--- config.mk ---
export PLATFORM = sky130hd
export DESIGN_NAME = regfile_multiport
export DESIGN_NICKNAME = d
export VERILOG_FILES = /design/src/rtl/regfile_pkg.sv /design/src/rtl/regfile_rd_port.sv /design/src/rtl/regfile_multiport.sv
export SDC_FILE = /design/constraint.sdc
export NUM_CORES = 1
export LEC_CHECK = 0
export CORE_MARGIN = 1.5
export CORE_UTILIZATION = 30
export DETAILED_ROUTE_END_ITERATION = 7
export GPL_TIMING_DRIVEN = 0
export PLACE_DENSITY = 0.52
export SYNTH_ARGS = -nofsm -noshare
export SYNTH_HDL_FRONTEND = slang
export SYNTH_SLANG_ARGS = --single-unit
--- constraint.sdc ---
create_clock -name clk -period 7.2 [get_ports clk]
set_input_delay 1.44 -clock clk [delete_from_list [all_inputs] [get_ports clk]]
set_output_delay 1.44 -clock clk [all_outputs]
set_load 0.1 [all_outputs]
--- src/rtl/regfile_pkg.sv ---
// Shared types and constants for the parametrised register file.
package regfile_pkg;

  typedef enum logic [0:0] {
    RF_IDLE,
    RF_CLEAR
  } rf_state_e;

  localparam int unsigned RF_MAX_RD    = 4;
  localparam int unsigned RF_ZERO_ADDR = 0;

  function automatic int unsigned clog2(input int unsigned n);
    int unsigned r;
    r = 0;
    while ((32'd1 << r) < n) begin
      r++;
    end
    return r;
  endfunction

endpackage

--- src/rtl/regfile_rd_port.sv ---
// One registered read port: address compare, write bypass mux and output register.
// Bypass is enabled by defining REGFILE_BYPASS_EN (write-first); otherwise read-first.
module regfile_rd_port
  import regfile_pkg::*;
#(
  parameter int unsigned DATA_W   = 32,
  parameter int unsigned AW       = 5,
  parameter int unsigned ZERO_REG = 1
) (
  input  logic              clk,
  input  logic              rst,
  input  logic              busy,
  input  logic [AW-1:0]     rd_addr,
  input  logic [DATA_W-1:0] mem_data,
  input  logic              wr_fire,
  input  logic [AW-1:0]     wr_addr,
  input  logic [DATA_W-1:0] wr_data,
  output logic [DATA_W-1:0] rd_data
);

`ifdef REGFILE_BYPASS_EN
  localparam bit BypassEn = 1'b1;
`else
  localparam bit BypassEn = 1'b0;
`endif

  logic [DATA_W-1:0] rd_d, rd_q;
  logic              hit;
  logic              zero_hit;

  // wr_fire already excludes dropped writes, so a dropped write is never bypassed
  assign hit      = BypassEn && wr_fire && (wr_addr == rd_addr);
  assign zero_hit = (ZERO_REG != 0) && (rd_addr == AW'(RF_ZERO_ADDR));

  always_comb begin
    rd_d = mem_data;
    if (hit) begin
      rd_d = wr_data;
    end
    if (zero_hit || busy) begin
      rd_d = '0;
    end
  end

  always_ff @(posedge clk) begin
    if (rst) begin
      rd_q <= '0;
    end else begin
      rd_q <= rd_d;
    end
  end

  assign rd_data = rd_q;

endmodule

--- src/rtl/regfile_multiport.sv ---
// Parametrised register file: NUM_RD registered read ports, one write port, clear sequencer.
// Same-cycle write/read behaviour is selected by the REGFILE_BYPASS_EN macro.
module regfile_multiport
  import regfile_pkg::*;
#(
  parameter int unsigned DATA_W   = 32,
  parameter int unsigned DEPTH    = 32,
  parameter int unsigned NUM_RD   = 2,
  parameter int unsigned ZERO_REG = 1,
  localparam int unsigned AW      = clog2(DEPTH)
) (
  input  logic                     clk,
  input  logic                     rst,
  input  logic                     clr_req,
  output logic                     busy,
  input  logic [NUM_RD*AW-1:0]     rd_addr,
  output logic [NUM_RD*DATA_W-1:0] rd_data,
  input  logic                     wr_en,
  input  logic [AW-1:0]            wr_addr,
  input  logic [DATA_W-1:0]        wr_data
);

  rf_state_e         state_q, state_d;
  logic [AW-1:0]     ptr_q, ptr_d;
  logic              clr_we;
  logic              wr_fire;
  logic [DATA_W-1:0] mem_q [DEPTH];

  assign busy = (state_q == RF_CLEAR);

  always_ff @(posedge clk) begin
    if (rst) begin
      state_q <= RF_CLEAR;
      ptr_q   <= '0;
    end else begin
      state_q <= state_d;
      ptr_q   <= ptr_d;
    end
  end

  always_comb begin
    state_d = state_q;
    ptr_d   = ptr_q;
    clr_we  = 1'b0;
    unique case (state_q)
      RF_IDLE: begin
        if (clr_req) begin
          state_d = RF_CLEAR;
          ptr_d   = '0;
        end
      end
      RF_CLEAR: begin
        clr_we = 1'b1;
        ptr_d  = ptr_q + AW'(1);
        if (ptr_q == AW'(DEPTH - 1)) begin
          state_d = RF_IDLE;
        end
      end
      default: state_d = RF_CLEAR;
    endcase
  end

  // Writes to x0 with ZERO_REG set are dropped here, so neither storage nor bypass sees them
  assign wr_fire = wr_en && !busy && !rst &&
                   !((ZERO_REG != 0) && (wr_addr == AW'(RF_ZERO_ADDR)));

  always_ff @(posedge clk) begin
    if (clr_we && !rst) begin
      mem_q[ptr_q] <= '0;
    end else if (wr_fire) begin
      mem_q[wr_addr] <= wr_data;
    end
  end

  for (genvar p = 0; p < NUM_RD; p++) begin : g_rd
    logic [DATA_W-1:0] mem_rd;
    assign mem_rd = mem_q[rd_addr[p*AW +: AW]];

    regfile_rd_port #(
      .DATA_W  (DATA_W),
      .AW      (AW),
      .ZERO_REG(ZERO_REG)
    ) u_rd_port (
      .clk     (clk),
      .rst     (rst),
      .busy    (busy),
      .rd_addr (rd_addr[p*AW +: AW]),
      .mem_data(mem_rd),
      .wr_fire (wr_fire),
      .wr_addr (wr_addr),
      .wr_data (wr_data),
      .rd_data (rd_data[p*DATA_W +: DATA_W])
    );
  end

endmodule

# Yosys cells after proc, flatten, opt, wreduce, memory -nomap -nowiden
# Memory sizes are Yosys's and may differ from the RTL's. A register that Yosys moved wholly into a read port is not among the register bits.
# Index checks and enable logic that the tools add are counted.
[op_classes]
addsub = 1
eq_ne = 2
muxes = 14
bitwise_logic = 1
reduce_logical = 15
[ops]
columns = ["operator", "n"]
rows = [
  ["32-bit 2-to-1 mux", 1],
  ["32-bit OR reduction", 1],
  ["5-bit zero test", 3],
  ["5-bit 2-to-1 mux", 2],
  ["5-bit case mux with 2 select lines", 1],
  ["1-bit 2-to-1 mux", 9],
  ["5-bit by 1-bit adder with 5-bit output (second input constant)", 1],
  ["5-bit == test (second input constant)", 1],
  ["1-bit logical AND", 4],
  ["2-bit OR reduction", 2],
  ["1-bit zero test", 3],
  ["1-bit logical OR", 2],
  ["2-bit inequality test (second input constant)", 1],
  ["1-bit case mux with 2 select lines", 1],
  ["1-bit inverter", 1],
]
[word_totals]
reg_bits = 6
mem_bits_rw = 1024
inputBits = 51
out_inout_bits = 65
elab_cells = 36
n_memories = 1
[mem_list]
columns = ["name", "words", "word_bits", "rd", "rd_clocked_by_memory_dff", "write_ports", "line", "rtl"]
rows = [
  ["mem_q", 32, 32, 2, 2, 1, "regfile_multiport.sv:27", "logic [DATA_W-1:0] mem_q [DEPTH];"],
]

# Depth between registers and ports, before layout
# Gate-level depths: netlist (run 1).
[logic_depth]
word_depth = 9
mapped_depth = 8
mapped_depth_nobuf = 5

# Cells and area by module
# A second synthesis (run 1) with hierarchy kept.
[unflattened]
hier_cells = 3700
area_unflattened_um2 = 51420.6
[by_module_without_submodules]
columns = ["module", "instances", "cells_per_inst", "area_each_um2", "seq_area_each_um2"]
rows = [
  ["regfile_multiport", 1, 3480, 49058.3, 30869.6],
  ["regfile_rd_port", 2, 110, 1181.1, 640.6],
]

# Least setup slack after synthesis (run 1)
# OpenSTA, ideal clock, no wires.
[synth_timing]
path_kind = "input to register"
startpoint = "input rst"
endpoint = "memory mem_q[15][0], enable pin"
setup_ps = 501
arrival_time_ps = 5511
required_time_ps = 6699
slack_ps = 1187
stages = 5
n_path_buf = 1
path_cell_list = "buf_2 nor3b_1 and2_1 a21oi_1 nor4_1"
[synth_between]
elab_chain_len = 8
elab_cells_between_ends = 12
cone_classes = "7 x mux; 5 x reduce/logical"
[synth_lines]
columns = ["element", "line", "rtl"]
rows = [
  ["start: declaration", "regfile_multiport.sv:13", "input logic rst,"],
  ["1-bit zero test (*)", "regfile_multiport.sv:64, regfile_multiport.sv:68", ""],
  ["1-bit logical AND (2 in series)", "regfile_multiport.sv:64", "assign wr_fire = wr_en && !busy && !rst &&"],
  ["1-bit 2-to-1 mux", "regfile_multiport.sv:70", "end else if (wr_fire) begin"],
  ["1-bit 2-to-1 mux", "regfile_multiport.sv:68", "if (clr_we && !rst) begin"],
  ["1-bit 2-to-1 mux (not written as such)", "regfile_multiport.sv:71", "mem_q[wr_addr] <= wr_data;"],
  ["32-bit OR reduction (no line)", "-", ""],
  ["5-bit 2-to-1 mux (no line) or 1-bit 2-to-1 mux (tied branches)", "-", ""],
  ["end: declaration", "regfile_multiport.sv:27", ""],
]
# Mark *: on every way between the ends. The rest lies on a longest branch, timed or not.

# Worst setup path after layout (run 1)
[layout_timing]
startpoint = "input rst"
endpoint = "memory mem_q[31][2], enable pin"
# The elaborated chain is that of the path after synthesis.

==> results of run 1 <==
Yosys cell counts, types with 2 or more instances:
master and instances:
sky130_fd_sc_hd__dfxtp_1 70, sky130_fd_sc_hd__a22oi_1 386, sky130_fd_sc_hd__nand3b_1 2, sky130_fd_sc_hd__mux2_2 64, sky130_fd_sc_hd__a21oi_1 11, sky130_fd_sc_hd__and3_1 3
sky130_fd_sc_hd__clkbuf_1 118, sky130_fd_sc_hd__buf_2 117, sky130_fd_sc_hd__edfxtp_1 1024, sky130_fd_sc_hd__buf_1 5, sky130_fd_sc_hd__mux2i_1 770, sky130_fd_sc_hd__nor2_1 31
sky130_fd_sc_hd__nor3b_1 5, sky130_fd_sc_hd__nor3b_2 3, sky130_fd_sc_hd__ha_1 2, sky130_fd_sc_hd__and2_1 36, sky130_fd_sc_hd__a21o_1 2, sky130_fd_sc_hd__buf_4 3
sky130_fd_sc_hd__nand2_1 68, sky130_fd_sc_hd__nor4b_1 2, sky130_fd_sc_hd__nand4_1 65, sky130_fd_sc_hd__nor2b_1 9, sky130_fd_sc_hd__nor3_1 15, sky130_fd_sc_hd__nor4_2 2
sky130_fd_sc_hd__nand3_1 195, sky130_fd_sc_hd__a31oi_1 3, sky130_fd_sc_hd__inv_1 3, sky130_fd_sc_hd__mux4_2 128
tightest hold or removal path, delay by kind of cell, from the launching register on:
family	cells	cell delay, ns
flops	1	0.39
mux	1	0.15
simple gates	1	0.07
how the worst max path moves through the flow:
stage | from | to | slack (ns) | cells past startpoint
finish | rst | mem_q[31][2] | 2.36 | 10
global route | rst | mem_q[31][5] | 2.21 | 10
CTS | rst | mem_q[31][5] | 2.52 | 10
detailed placement | rst | mem_q[31][2] | 1.72 | 10
global placement | rst | mem_q[15][4] | -4.81 | 6
floorplan | rst | mem_q[15][0] | 1.19 | 5
where the power goes:
part | switching [mW] | total (mW) | internal [mW]
sequential | 0.0137 | 6.90 | 6.88
clock | 2.68 | 6.60 | 3.92
combinational | 0.601 | 0.945 | 0.345
total | 3.30 | 14.4 | 11.1
cell type report:
| cell class | count | area (sq um) | share of cell area, % |
|---|---|---|---|
| clock inverters | 76 | 1000 | 1.69 |
| multi-input cells | 1816 | 17000 | 28.6 |
| well taps | 2189 | 2740 | 4.61 |
| inverters | 3 | 11.3 | 0.0190 |
| flip-flops and latches | 1094 | 32200 | 54.1 |
| diodes | 6 | 15.0 | 0.0253 |
| plain buffers | 245 | 1090 | 1.83 |
| clock buffers | 149 | 3210 | 5.40 |
| repair buffers | 185 | 2200 | 3.70 |
flip-flops by register name, summed over array words and instances (netlist names):
name                    count
busy                        1
mem_q                    1024
ptr_q                       5
g_rd.u_rd_port.rd_data     64
per-layer routing:
metal  up-vias  global-route usage (%)
li1      13500                       -
met1     17300                    30.2
met2      1917                    35.7
met3       400                    4.63
met4         4                    8.40
met5         -                       0
cell families after synthesis:
family                     after synthesis
AOI/OAI and AO/OA                      409
xor gates and xnor gates                 1
adders and majority gates                2
buffers and inverters                  248
DFF                                   1094
muxes                                  962
and+or+nand+nor                        442
==> load_flow_metrics.sql, run 1 <==
INSERT INTO impl_metrics (metric_group, metric, value, unit) VALUES
('die', 'coreArea', '0.165', 'sq mm'),
('setup_path', 'critical_path.reg2reg.startpoint', 'busy', ''),
('synthesis', 'yosys-mux-area-fraction', '22.6', '%'),
('die', 'number_of_top_level_pins', '116', ''),
('synthesis', 'synth_seq_cells', '1094', ''),
('synthesis', 'synth.cell_area', '0.0500', 'sq mm'),
('hold_path', 'worstHoldPathType', 'register to register', ''),
('synthesis', 'number_of_warning_messages_in_the_yosys_log', '0', ''),
('synthesis', 'yosysSeqAreaShare', '64.3', '%'),
('cells_and_area', 'layout.filler_cells', '15600', ''),
('clock_network', 'clk_transition_reported_paths', '0.06', 'ns'),
('outcome', 'status', 'finished, violations left', ''),
('synthesis', 'proportion_of_synthesized_flip_flops_having_asynchronous_set_or_reset', '0', '%'),
('place', 'io_buffer_count', '111', ''),
('global_route', 'antenna_violations_before_repair', '10', ''),
('timing', 'relSlewSlack', '2.12', '%'),
('timing', 'clock.fmax', '0.207', 'GHz'),
('setup_path', 'ff2ff_path_depth', '9', ''),
('synthesis', 'netlist-cell-type-count', '44', ''),
('setup_path', 'reg2reg_to', 'mem_q[31][2]', ''),
('clock_network', 'clockBufferDepth', '3', ''),
('setup_path', 'critPathMaxFanout', '10', ''),
('die', 'floorplan.die.width', '411', 'um'),
('hold_path', 'min_delay_path_depth', '2', ''),
('setup_path', 'timing.critical_path.arrival', '5.30', 'ns'),
('synthesis', 'synthCells', '3158', ''),
('die', 'row_count', '149', ''),
('clock_network', 'cts.repair_timing.setup_buffer_count', '0', ''),
('synthesis', 'synth_top_family_by_area', 'multiplexers', ''),
('timing', 'setup_total_negative_slack', '0', 'ns'),
('hold_path', 'timing.hold.worst_endpoint', 'ptr_q[0]', ''),
('synthesis', 'synthAdderAreaFrac', '0.0501', '%'),
('place', 'place_inst', '5532', ''),
('synthesis', 'postSynth.topFlopCell', 'sky130_fd_sc_hd__edfxtp_1', ''),
('timing', 'rsz_0062_raised_after_global_routing', 'no', ''),
('timing', 'hold_violations', '0', ''),
('global_route', 'gr-total-overflow', '0', ''),
('setup_path', 'crit_path_frequent_cell', 'sky130_fd_sc_hd__buf_6', ''),
('detailed_routing', 'drt_first_pass_iters', '8', ''),
('detailed_routing', 'drt-vias-per-instance', '5.74', ''),
('clock_network', 'clock_tree_from_tritoncts', 'yes', ''),
('clock_network', 'worstSkewPairLatency', '0.78', 'ns'),
('cells_and_area', 'syn_to_final_growth', '18.8', '%'),
('detailed_routing', 'remaining_drc_errors', '9', ''),
('cells_and_area', 'utilization', '35.9', '%'),
('place', 'dp_slack', '1.72', 'ns'),
('timing', 'timing_worst_slew_pin_value', '1.47', 'ns'),
('setup_path', 'crit_required', '7.66', 'ns'),
('hold_path', 'hold_path.startpoint', 'ptr_q[0]', ''),
('die', 'start_util', '30.2', '%'),
('clock_network', 'holdBufCountCts', '0', ''),
('clock_network', 'clock_tree.root_cell', 'sky130_fd_sc_hd__clkbuf_16', ''),
('cells_and_area', 'design.final.nets', '3519', ''),
('setup_path', 'end_kind', 'register', ''),
('synthesis', 'synth_top_area_cell', 'sky130_fd_sc_hd__edfxtp_1', ''),
('clock_network', 'cts_made_buffers', '121', ''),
('setup_path', 'max_stage_delay', '0.64', 'ns'),
('detailed_routing', 'num_vias', '33100', ''),
('timing', 'layout_min_cycle_time', '4.84', 'ns'),
('detailed_routing', 'met2_length', '88900', 'um'),
('timing', 'whs', '0.647', 'ns'),
('detailed_routing', 'routed-wl-met3', '18100', 'um'),
('place', 'gpl.final_weighted_congestion', '0.868', ''),
('synthesis', 'syn-num-nets', '3211', ''),
('setup_path', 'worstPathCellList', 'clkdlybuf4s50_1 -> buf_2 -> nor3b_1 -> a32oi_1 -> o31a_1 -> nor3_2 -> buf_4 -> buf_8 -> buf_6 -> buf_6', ''),
('outcome', 'violations', 'design-rule violations', ''),
('synthesis', 'yosys.area_share.xor_xnor', '0.0175', '%'),
('die', 'floorplan.die_area', '0.169', 'sq mm'),
('setup_path', 'path_delay_family', 'buffers and inverters', ''),
('synthesis', 'avgSynthCellArea', '15.8', 'sq um'),
('power_and_ir_drop', 'worst_ir_drop_vdd', '224', 'uV');
(Power assumes the default switching activity.)
==> inputs of run 2 (changes only) <==
Settings changed: PLACE_DENSITY 0.52 to 0.54.
Clock period 7.2 ns to 4.2 ns, I/O delays scaled along.
==> load_flow_metrics.sql, run 2 (synthesized netlist as in run 1, its figures left out) <==
INSERT INTO impl_metrics (metric_group, metric, value, unit) VALUES
('global_route', 'grt_use_met1', '30.0', '%'),
('setup_path', 'timing.critical_path.arrival', '4.67', 'ns'),
('power_and_ir_drop', 'power_leakage', '22.0', 'nW'),
('setup_path', 'worst_setup_path_startpoint', 'rd_addr[0]', ''),
('timing', 'finalSetupViolations', '0', ''),
('cells_and_area', 'layout.filler_cells', '15700', ''),
('die', 'floorplan.die.width', '411', 'um'),
('timing', 'fin_worst_skew', '0.0829', 'ns'),
('clock_network', 'post_cts_resize_count', '0', ''),
('place', 'dpl.hpwl', '135000', 'um'),
('setup_path', 'ff2ff_path_depth', '9', ''),
('cells_and_area', 'sequential_cell_area', '0.0322', 'sq mm'),
('timing', 'relSlewSlack', '0.141', '%'),
('setup_path', 'reg2reg_to', 'mem_q[23][1]', ''),
('clock_network', 'cts.repair_timing.setup_buffer_count', '0', ''),
('timing', 'layout_min_cycle_time', '4.11', 'ns'),
('clock_network', 'sinks_on_clock_net', '1094', ''),
('detailed_routing', 'drt-vias-per-instance', '5.73', ''),
('clock_network', 'ctsHtreeMaxLevel', '3', ''),
('cells_and_area', 'design.final.nets', '3516', ''),
('clock_network', 'holdBufCountCts', '0', ''),
('die', 'row_count', '149', ''),
('clock_network', 'clock_tree_from_tritoncts', 'yes', ''),
('place', 'gpl.final_weighted_congestion', '0.890', ''),
('setup_path', 'path_class', 'input port to register', ''),
('die', 'start_util', '30.2', '%'),
('setup_path', 'end_kind', 'register', ''),
('clock_network', 'clockBufferDepth', '3', ''),
('hold_path', 'min_delay_path_depth', '2', ''),
('outcome', 'violations', 'design-rule violations, max-capacitance violations', ''),
('die', 'floorplan.die_area', '0.169', 'sq mm'),
('detailed_routing', 'num_vias', '33000', ''),
('global_route', 'grt-busiest-layer', 'met2', ''),
('detailed_routing', 'routed_wl', '191000', 'um'),
('cells_and_area', 'mostFrequentLayoutCell', 'sky130_fd_sc_hd__edfxtp_1', ''),
('setup_path', 'critical_path.reg2reg.startpoint', 'busy', ''),
('timing', 'timing_worst_slew_pin_value', '1.50', 'ns'),
('cells_and_area', 'syn_to_final_growth', '19.0', '%'),
('place', 'place_inst', '5527', ''),
('setup_path', 'r2r_slack', '0.52', 'ns'),
('setup_path', 'crit_required', '4.76', 'ns'),
('global_route', 'gr-total-overflow', '0', ''),
('die', 'coreArea', '0.165', 'sq mm'),
('global_route', 'antenna_violations_before_repair', '16', ''),
('setup_path', 'setup.worst_path.start_class', 'input port', ''),
('power_and_ir_drop', 'power', '24.2', 'mW'),
('global_route', 'grt_start_max_net_pins', '33', ''),
('timing', 'hold_violations', '0', ''),
('die', 'die_height', '411', 'um'),
('cells_and_area', 'final_cell_mix', '1024 x sky130_fd_sc_hd__edfxtp_1, 770 x sky130_fd_sc_hd__mux2i_1, 386 x sky130_fd_sc_hd__a22oi_1', ''),
('cells_and_area', 'instances_no_fill', '5763', ''),
('hold_path', 'timing.hold.worst_endpoint', 'ptr_q[0]', ''),
('hold_path', 'worstHoldPathType', 'register to register', ''),
('cells_and_area', 'post_route_cells_drive_above_1_share', '17.2', '%'),
('cells_and_area', 'layout.cell_area.non_filler', '0.0594', 'sq mm'),
('global_route', 'global_route.usage.met3', '5.11', '%'),
('clock_network', 'clk_transition_reported_paths', '0.06', 'ns'),
('cells_and_area', 'multi_input_area', '0.0170', 'sq mm'),
('timing', 'timing.final.crit_share', '97.8', '%'),
('run', 'drv_cap', '1', ''),
('global_route', 'groute.layer.met2.usage', '34.2', '%'),
('detailed_routing', 'drt_first_pass_iters', '8', ''),
('timing', 'timing_max_transition_violations_final', '0', ''),
('outcome', 'status', 'finished, violations left', ''),
('cells_and_area', 'largest-register', 'mem_q', ''),
('global_route', 'grt_pass1_vias', '32400', ''),
('detailed_routing', 'initialDrtViolationCount', '4256', ''),
('global_route', 'grt_pass1_wl', '259000', 'um'),
('place', 'placed_area', '0.0553', 'sq mm'),
('clock_network', 'worstSkewPairLatency', '0.80', 'ns'),
('power_and_ir_drop', 'worst_ir_drop_vdd', '326', 'uV'),
('clock_network', 'cts_made_buffers', '121', ''),
('die', 'number_of_top_level_pins', '116', ''),
('detailed_routing', 'detail-route-antenna-nets', '0', ''),
('detailed_routing', 'post_drt_wl_per_cell', '33.2', 'um'),
('timing', 'clock.fmax', '0.244', 'GHz'),
('hold_path', 'hold_path.startpoint', 'ptr_q[0]', ''),
('global_route', 'all_layer_global_routing_usage', '22.1', '%'),
('timing', 'rsz_0062_raised_after_global_routing', 'no', ''),
('cells_and_area', 'largest_register_ffs', '1024', ''),
('detailed_routing', 'remaining_drc_errors', '12', ''),
('timing', 'whs', '0.650', 'ns'),
('power_and_ir_drop', 'power_density', '407', 'mW/mm^2'),
('clock_network', 'clock_tree.root_cell', 'sky130_fd_sc_hd__clkbuf_16', ''),
('place', 'io_buffer_count', '111', ''),
('setup_path', 'critPathMaxFanout', '10', '');
[run 2: per-layer routing]
metal  share of wire (%)  vias to the layer above
li1                    -                    13500
met1                  41                    17200
met2                  45                     1970
met3                  10                      403
met4                 3.8                       10
met5               0.032                        -
[run 2: area by class of cell]
type                            count  area share (%)
Tap cell                         2189            4.61
Buffer                            245            1.83
Multi-Input combinational cell   1816            28.6
Inverter                            3          0.0189
Sequential cell                  1094            54.1
Timing Repair Buffer              182            4.04
Clock buffer                      163            5.60
Clock inverter                     64            1.18
Antenna cell                        7          0.0295
[run 2: worst max-delay path, stage by stage]
cell	delay, ns
sky130_fd_sc_hd__clkdlybuf4s50_1	0.78
sky130_fd_sc_hd__buf_2	0.43
sky130_fd_sc_hd__nor2b_1	0.17
sky130_fd_sc_hd__clkbuf_1	0.88
sky130_fd_sc_hd__clkbuf_1	0.78
sky130_fd_sc_hd__a22oi_1	0.21
sky130_fd_sc_hd__nand3_1	0.26
sky130_fd_sc_hd__nand4_1	0.30
[run 2: worst max path at each step]
stage	slack [ns]	endpoint
CTS	0.26	g_rd[0].u_rd_port.rd_data[25]
detailed placement	-0.54	g_rd[0].u_rd_port.rd_data[25]
global placement	-5.10	mem_q[23][2]
finish	0.09	g_rd[0].u_rd_port.rd_data[14]
global route	0.09	mem_q[29][17]
floorplan	-0.30	mem_q[3][0]
[run 2: stage by stage]
stage	setup WS, ns	setup TNS (ns)	utilization [%]
after detailed placement	-0.544	-77.15	33.5
after global placement	-5.10	-3801.55	32.6
after floorplan	-0.302	-38.55	-
after CTS	0.257	0	35.9
final	0.0941	0	36.0
after global routing	0.0909	0	36.0
[run 2: power by group]
part / internal (mW) / switching, mW / leakage (nW)
combinational: 0.590 / 0.987 / 8.57
sequential: 11.8 / 0.0232 / 11.5
clock: 6.23 / 4.58 / 1.95
==> patch (settings of run 2) <==
`ZERO_REG` is set to 1 in 2 places; all go to 0.
--- a/src/rtl/regfile_rd_port.sv
+++ b/src/rtl/regfile_rd_port.sv
@@ -6,5 +6,5 @@
   parameter int unsigned DATA_W   = 32,
   parameter int unsigned AW       = 5,
-  parameter int unsigned ZERO_REG = 1
+  parameter int unsigned ZERO_REG = 0
 ) (
   input  logic              clk,
--- a/src/rtl/regfile_multiport.sv
+++ b/src/rtl/regfile_multiport.sv
@@ -7,5 +7,5 @@
   parameter int unsigned DEPTH    = 32,
   parameter int unsigned NUM_RD   = 2,
-  parameter int unsigned ZERO_REG = 1,
+  parameter int unsigned ZERO_REG = 0,
   localparam int unsigned AW      = clog2(DEPTH)
 ) (
Check against the original RTL: same outputs for any inputs over 4 cycles, from zero or initial values and one cycle with rst high; that may be too few to reach the edited logic, so the function may still have changed.
==> patch against run 2 <==
- wire length fell by 7.7%
- die area fell by 1.1%
- synthesized cell count fell by 22%
- setup slack got worse by 17 ps
- area after synthesis fell by 1.1%
- power fell by 3.7%
- critical path depth fell by 1
- critical endpoint is now g_rd[0].u_rd_port.rd_data[2]
- fmax fell by 0.42%
- sequential power barely moved
- design area fell by 2.1%
- largest cell class unchanged
- sequential cell count did not move
==> patch: results (changes against run 2) <==
- Most frequent cells after synthesis: 1024 x edfxtp_1, 448 x mux4_2, 261 x mux2i_1
- First-pass GRT wire length: 240100 µm (-7.4%)
- Vias in the first global route: 28580 (-12%)
- End of the worst hold path: ptr_q[4]
- P_leak: 20.09 nW (-8.8%)
- Dpl ws: -533.1 ps (+11.30 ps)
- GPL Wtd Cong: 0.8589 (-3.5%)
- Sequential element share of the synthesized area: 65.06% (+0.71 points)
- CP peak stage delay: 800 ps (-80 ps)
- Port buffer count: 106 (-4.5%)
- Crit path DAT: 4660 ps (about the same)
- H-tree depth: 3 (unchanged)
- Hold Path Class: in2reg
- Vias: 28865 (-13%)
- Switch Pwr: 0.005399 W (-3.4%)
- Peak VDD IR: 0.3376 mV (+3.6%)
- CP Max Fanout: 10 (unchanged)
- Outcome: finished, final reports clean
- Pre-antenna DRT Iters: 5 (-3)
- Reg-to-reg critical path endpoint: mem_q[25][17]
- HP Start: rst
- WHS: 448.7 ps (-201.3 ps)
- R2R depth: 4 (-5)
- DRT iter0 DRCs: 3911 (-8.1%)
- Hpwl dp: 122100 µm (-9.3%)
- Initial antenna violation count: 11 (-5)
- Slew margin rel.: 2.257% (+2.1 points)
- Clock latency on the worst-skew pair: 750 ps (-50 ps)
- Cts bufs inserted: 115 (-5.0%)
- Syn_nets: 2532 (-21%)
- Final WL: 176600 µm (-7.7%)
- Synth unique cells: 41 (-6.8%)
- Share of layout cells above drive strength 1: 30.05% (+13 points)
- Final setup skew: 26.26 ps (-56.60 ps)
- Synth area leaders: edfxtp_1 62%, mux4_2 20%, mux2i_1 5.3%
- Flop2flop setup slack: 420 ps (-100 ps)
- Fill cell count: 15128 (-3.8%)
==> patch: cells by family (layout without fill, tap and decap cells) <==
kind of cell    after synthesis  count (layout)  share of synthesized area [%]
other cells                   0              10                              0
mux                         713             713                          25.79
xor+xnor                      1               1                        0.01773
simple gates                157             157                          1.532
buf+inv                     207             580                          2.838
fa+ha+maj                     2               2                        0.05063
compound gates              305             305                          4.709
flops                      1094            1094                          65.06
==> patch: how the worst max path moves through the flow <==
| stage | start | to | slack [ps] | cells past startpoint |
|---|---|---|---|---|
| floorplan | rst | mem_q[16][0] | 390 | 6 |
| finish | rd_addr[3] | g_rd[0].u_rd_port.rd_data[2] | 80 | 7 |
| CTS | wr_en | mem_q[31][19] | 240 | 5 |
| global placement | wr_en | mem_q[27][14] | -2750 | 6 |
| detailed placement | wr_en | mem_q[26][19] | -530 | 5 |
| global route | wr_en | mem_q[30][12] | 200 | 5 |
==> patch: power groups by stage <==
stage / logic, W / registers [W] / clock network, W
5_1_grt: 0.00160 / 0.0118 / 0.0104
4_1_cts: 0.00156 / 0.0118 / 0.0101
3_3_place_gp: 0.00152 / 0.0121 / 0
2_1_floorplan: 0.000921 / 0.0120 / 0
6_report: 0.00156 / 0.0118 / 0.00992
3_5_place_dp: 0.00156 / 0.0121 / 0
==> patch: layer usage <==
layer	share of wire (%)	GRT usage [%]	vias up
met3	9.1	4.441	289
met5	0.023	0	-
met1	40	28.04	15678
li1	-	-	11318
met2	47	33.41	1574
met4	3.2	6.993	6
==> patch: critical path: cells and delay by family <==
family | cells | cell delay (ps)
simple gates | 1 | 180
buf+inv | 4 | 2680
compound gates | 2 | 930
==> patch: stage by stage <==
step	power, W	std cells	utilization, %	setup TNS [ps]	instance area [µm²]
after floorplan	0.01297	2479	-	0	49420
after global placement	0.01358	4760	32.61	-2655990	53200
after detailed placement	0.01361	4810	33.46	-186720	54580
after CTS	0.02344	5024	35.63	0	58130
after global routing	0.02385	5027	35.67	0	58190
final	0.02331	5037	35.69	0	58220
==> patch: area by class of cell <==
cell class	count	area share, %
Multi-Input combinational cell	1178	27.67
Tap cell	2175	4.674
Clock buffer	144	5.203
Timing Repair Buffer	159	3.881
Sequential cell	1094	55.22
Clock inverter	70	0.8940
Antenna cell	10	0.04298
Inverter	2	0.01289
Buffer	205	2.396
